<file path="src/rtl/rr_stream_pkg.sv">
// Shared helpers for the round-robin stream multiplexer.
// Channel-index width is clamped to one bit so a single-channel build still has a legal index port.
package rr_stream_pkg;

  function automatic int ch_w(input int n);
    return (n > 1) ? $clog2(n) : 1;
  endfunction

endpackage

</file>
<file path="src/rtl/rr_arbiter.sv">
// Combinational round-robin arbiter: first requester at or after ptr wins, wrapping around.
// The request vector is doubled so the wrap-around search becomes a straight scan.
module rr_arbiter
  import rr_stream_pkg::*;
#(
  parameter  int N_CH = 4,
  localparam int CH_W = ch_w(N_CH)
) (
  input  logic [N_CH-1:0] req,
  input  logic [CH_W-1:0] ptr,
  output logic            gnt_valid,
  output logic [CH_W-1:0] gnt_idx
);

  logic [2*N_CH-1:0] w_dbl;

  assign w_dbl = {req, req};

  // Scan from farthest to nearest so the closest requester after ptr is the last write.
  always_comb begin
    gnt_valid = 1'b0;
    gnt_idx   = '0;
    for (int k = N_CH - 1; k >= 0; k--) begin
      if ((int'(ptr) + k) < 2 * N_CH) begin
        if (w_dbl[int'(ptr) + k]) begin
          gnt_valid = 1'b1;
          gnt_idx   = ((int'(ptr) + k) >= N_CH) ? CH_W'(int'(ptr) + k - N_CH)
                                                : CH_W'(int'(ptr) + k);
        end
      end
    end
  end

endmodule

</file>
<file path="src/rtl/rr_stream_mux.sv">
// N-channel valid/ready stream mux with round-robin arbitration, optional packet
// locking and a single registered output stage that sustains one beat per cycle.
module rr_stream_mux
  import rr_stream_pkg::*;
#(
  parameter  int N_CH     = 4,
  parameter  int WIDTH    = 8,
  parameter  bit LOCK_PKT = 1'b1,
  localparam int CH_W     = ch_w(N_CH)
) (
  input  logic                  clk,
  input  logic                  rst_n,
  input  logic [N_CH-1:0]       in_valid,
  input  logic [N_CH*WIDTH-1:0] in_data,
  input  logic [N_CH-1:0]       in_last,
  output logic [N_CH-1:0]       in_ready,
  output logic                  out_valid,
  output logic [WIDTH-1:0]      out_data,
  output logic                  out_last,
  input  logic                  out_ready,
  output logic [CH_W-1:0]       out_ch
);

  localparam logic [CH_W-1:0] LAST_CH = CH_W'(N_CH - 1);

  logic [CH_W-1:0]  r_ptr;
  logic             r_locked;
  logic [CH_W-1:0]  r_lock_ch;
  logic             r_out_valid;
  logic [WIDTH-1:0] r_out_data;
  logic             r_out_last;
  logic [CH_W-1:0]  r_out_ch;

  logic             w_load;
  logic             w_lock_active;
  logic             w_arb_valid;
  logic [CH_W-1:0]  w_arb_idx;
  logic             w_gnt_valid;
  logic [CH_W-1:0]  w_gnt_idx;
  logic             w_sel_valid;
  logic             w_sel_last;
  logic [WIDTH-1:0] w_sel_data;
  logic             w_xfer;
  logic [CH_W-1:0]  w_ptr_next;

  assign w_load        = !r_out_valid || out_ready;
  assign w_lock_active = LOCK_PKT && r_locked;

  rr_arbiter #(
    .N_CH (N_CH)
  ) u_arb (
    .req       (in_valid),
    .ptr       (r_ptr),
    .gnt_valid (w_arb_valid),
    .gnt_idx   (w_arb_idx)
  );

  // A locked channel keeps the grant even with valid low, producing bubbles rather than interleaving.
  assign w_gnt_valid = w_lock_active ? 1'b1      : w_arb_valid;
  assign w_gnt_idx   = w_lock_active ? r_lock_ch : w_arb_idx;

  always_comb begin
    in_ready    = '0;
    w_sel_valid = 1'b0;
    w_sel_last  = 1'b0;
    w_sel_data  = '0;
    for (int i = 0; i < N_CH; i++) begin
      if (CH_W'(i) == w_gnt_idx) begin
        w_sel_valid = in_valid[i];
        w_sel_last  = in_last[i];
        w_sel_data  = in_data[i*WIDTH +: WIDTH];
        in_ready[i] = w_load && w_gnt_valid;
      end
    end
  end

  assign w_xfer     = w_load && w_gnt_valid && w_sel_valid;
  assign w_ptr_next = (w_gnt_idx == LAST_CH) ? '0 : w_gnt_idx + CH_W'(1);

  always_ff @(posedge clk or negedge rst_n) begin
    if (!rst_n) begin
      r_ptr       <= '0;
      r_locked    <= 1'b0;
      r_lock_ch   <= '0;
      r_out_valid <= 1'b0;
      r_out_data  <= '0;
      r_out_last  <= 1'b0;
      r_out_ch    <= '0;
    end else begin
      if (w_xfer) begin
        r_out_valid <= 1'b1;
        r_out_data  <= w_sel_data;
        r_out_last  <= w_sel_last;
        r_out_ch    <= w_gnt_idx;
        if (w_sel_last || !LOCK_PKT) begin
          r_ptr <= w_ptr_next;
        end
        if (LOCK_PKT) begin
          r_locked <= !w_sel_last;
          if (!w_sel_last) begin
            r_lock_ch <= w_gnt_idx;
          end
        end
      end else if (out_ready) begin
        r_out_valid <= 1'b0;
      end
    end
  end

  assign out_valid = r_out_valid;
  assign out_data  = r_out_data;
  assign out_last  = r_out_last;
  assign out_ch    = r_out_ch;

endmodule

</file>
<file path="config.mk">
export PLATFORM = sky130hd
export DESIGN_NAME = rr_stream_mux
export DESIGN_NICKNAME = d
export VERILOG_FILES = /design/src/rtl/rr_stream_pkg.sv /design/src/rtl/rr_arbiter.sv /design/src/rtl/rr_stream_mux.sv
export SDC_FILE = /design/constraint.sdc
export NUM_CORES = 1
export LEC_CHECK = 0
export ABC_AREA = 0
export BUFFER_PORTS_ARGS = -buffer_cell sky130_fd_sc_hd__buf_2
export CAP_MARGIN = 20
export CORE_ASPECT_RATIO = 1.4
export CORE_MARGIN = 2
export CORE_UTILIZATION = 35
export CTS_CLUSTER_SIZE = 20
export DETAILED_ROUTE_END_ITERATION = 8
export GPL_TIMING_DRIVEN = 0
export PLACE_DENSITY = 0.68
export SLEW_MARGIN = 30
export SYNTH_ARGS = -nofsm -noshare
export SYNTH_HDL_FRONTEND = slang
export SYNTH_SLANG_ARGS = --single-unit
</file>
<file path="constraint.sdc">
create_clock -name clk -period 4.32 [get_ports clk]
set_input_delay 0.864 -clock clk [delete_from_list [all_inputs] [get_ports clk]]
set_output_delay 0.864 -clock clk [all_outputs]
set_load 0.02 [all_outputs]
</file>
==> run summary <==
slowest cell on the critical path -> dfrtp_1
unrepaired setup endpoints after global routing -> no
Post-Syn Area -> 1400 µm²
Synth async-reset ratio -> 100%
syn nets -> 191
Tightest Pin Transition -> 0.523 ns
fin crit period -> 4.03 ns
drt wl/cell -> 14.5 µm
CTS Buf Count -> 3
Synth cell types -> 46
Cell Chain, Critical Path -> ha_1, mux2i_1, a22oi_1, o32ai_2, nand2b_1, ha_1, clkbuf_2, clkbuf_1, and2_1, buf_2
setup_tns -> 0 ns
DP Worst Slack -> 0.122 ns
antenna cells -> 0
Slew Limit Headroom -> 64.9%
Seq. cell area -> 425 µm²
area of the multi-input gates -> 901 µm²
Syn Area/Cell -> 9.77 µm²
clock transition at the registers of the reported paths -> 0.07 ns
Peak VDD IR -> 0.000573 V
Row Count -> 27
final worst slack -> 0.286 ns
setup violators final -> 0
GR Util met1 -> 20.3%
placed inst area -> 1740 µm²
hold_buf cts -> 0
Setup crit end kind -> output port
DIE HEIGHT -> 78.8 µm
post-route clock period utilization -> 93.4%
Ys Warns -> 0
final instance area -> 1800 µm²
DR pass1 iterations -> 4
die area -> 4520 µm²
fillers -> 398
Most common cell on crit path -> ha_1
post-synthesis sequential area ratio -> 30.4%
buffers and inverters on the worst path -> 3
run status -> finished, final reports clean
worst-skew pair later-pin latency -> 0.26 ns
max-cap violations -> 0
layer with the highest usage -> met2
number of I/O pins -> 59
grt ovf -> 0
post-route insts no fill -> 248
pwr dens -> 1070 nW/µm²
clock tree buffer depth -> 2
Via density -> 5.27
CTS tree -> done
CP arrival -> 3.17 ns
Via Count -> 1306
initial core utilization -> 36.0%
placed cells -> 244
share of cells above drive strength 1 -> 42.9%
Setup CP Type -> flip-flop to output port
final WL -> 3.60 mm
M2 GR Usage -> 30.3%
Slew Viols, Final -> 0
Worst path max stage delay -> 0.38 ns
Post-synth EDFFs -> 0
largest net degree at the start of global routing -> 18
HPWL Detailed -> 2.87 mm
Max Clk Rate -> 0.248 GHz
core footprint -> 3880 µm²
hold slack -> 0.510 ns
R2R setup slack -> 1.08 ns
first-pass GRT wire length -> 6.02 mm
gpl congestion -> 0.787
Fin. Hold Viols -> 0
Synth Flop Type -> dfrtp_1
Worst path top cell family by delay -> buffers and inverters
fin nets -> 254
vias in the first global route -> 1307
die width -> 57.4 µm
Iteration-0 DRC Markers -> 28
Cells after Synth -> 143
H-Tree Depth -> 1
Layout area overhead -> 28.6%
CTS sink cnt -> 17
Root Buffer -> clkbuf_8
startpoint class of the critical path -> flip-flop
Leak -> 0.903 nW
Antenna Violating Nets Remaining -> 0
DR DRC count -> 0
Hold Path Class -> flip-flop to flip-flop
total track usage -> 16.9%
CP max FO -> 10
synthesized flop and latch total -> 17
met3 GRT Util -> 1.79%
port bufs -> 58
CP Data Required Time -> 3.46 ns
initial antenna violation count -> 0
Final Skew -> 0.00464 ns
## kinds of logic after synthesis
| kind of cell | Yosys count | synth area share, % |
|---|---|---|
| AO/OA/AOI/OAI | 42 | 24.3 |
| buffers and inverters | 16 | 5.64 |
| multiplexers | 19 | 16.6 |
| flip-flops | 17 | 30.4 |
| AND/OR/NAND/NOR | 44 | 18.6 |
| adder cells (fa/ha/maj) | 5 | 4.48 |
## cells in the mapped netlist, drive strengths merged (2+ instances only)
cell type / instances / area share [%]
dfrtp: 17 / 30
nand2: 13 / 4.0
buf: 5 / 2.7
a221oi: 7 / 4.4
mux2i: 7 / 5.0
nor2: 2 / 0.54
a211oi: 3 / 2.5
o211ai: 2 / 1.4
o31ai: 7 / 3.8
nand2b: 2 / 0.90
clkbuf: 4 / 1.1
ha: 5 / 4.5
and2: 6 / 2.7
nand3b: 2 / 1.3
nor2b: 10 / 4.5
a22o: 2 / 1.3
inv: 7 / 1.9
mux2: 12 / 12
a21oi: 8 / 2.9
o21ai: 3 / 1.1
nand4: 2 / 0.90
## metrics by stage
stage,utilization (%),power [mW]
floorplan,-,1.47
global placement,44.8,1.78
detailed placement,44.8,1.80
CTS,46.2,1.93
global route,46.2,2.08
finish,46.2,1.92
## power breakdown
| part | internal (mW) | leakage [nW] | switching [mW] |
|---|---|---|---|
| Combinational | 0.719 | 0.673 | 0.789 |
| Clock | 0.0641 | 0.0255 | 0.0555 |
| Sequential | 0.251 | 0.205 | 0.0408 |
## cell usage in the layout (no fill, tap or decap), drive strengths merged, types with 2 or more instances in the layout
cell	count
buf	63
dfrtp	17
nand2	13
mux2	12
nor2b	10
a21oi	8
mux2i	7
inv	7
a221oi	7
o31ai	7
clkbuf	7
and2	6
ha	5
o21ai	3
a211oi	3
nand4	2
nor2	2
nand2b	2
a22o	2
o211ai	2
nand3b	2
## worst paths after layout
path	startpoint	endpoint	cells past startpoint
max	r_ptr[0]$_DFFE_PN0P_	in_ready[3]	10
min	r_lock_ch[0]$_DFFE_PN0P_	r_lock_ch[0]$_DFFE_PN0P_	1
max reg2reg	r_ptr[0]$_DFFE_PN0P_	out_data[3]$_DFFE_PN0P_	11
min reg2reg	r_lock_ch[0]$_DFFE_PN0P_	r_lock_ch[0]$_DFFE_PN0P_	1
max in group asynchronous	rst_n	out_ch[1]$_DFFE_PN0P_	1
min in group asynchronous	rst_n	out_data[1]$_DFFE_PN0P_	1
## per-layer routing
layer	part of all wire, %	up-vias
met5	0	-
met2	53	53
met4	1.7	0
met3	5.8	5
met1	40	596
li1	-	652
## registers in the layout (all words and copies together) (netlist names)
register,flops
r_lock_ch,2
out_data,8
r_ptr,2
r_locked,1
out_valid,1
out_ch,2
out_last,1
## what timing repair did
action / 4_1_cts / 5_1_grt
endpoints found under the setup margin: 1 / 1
pin swaps: 0 / 0
buffers inserted: 0 / 0
resized for setup: 1 / 2
## final cells by class
class                           count  share of cell area (%)
Timing Repair Buffer               58                    16.2
Clock inverter                      1                   0.279
Buffer                              9                    2.99
Inverter                            7                    1.46
Tap cell                           43                    2.99
Clock buffer                        3                    2.30
Sequential cell                    17                    23.7
Multi-Input combinational cell    110                    50.1
No activity file was read; power rests on OpenSTA's default activity.
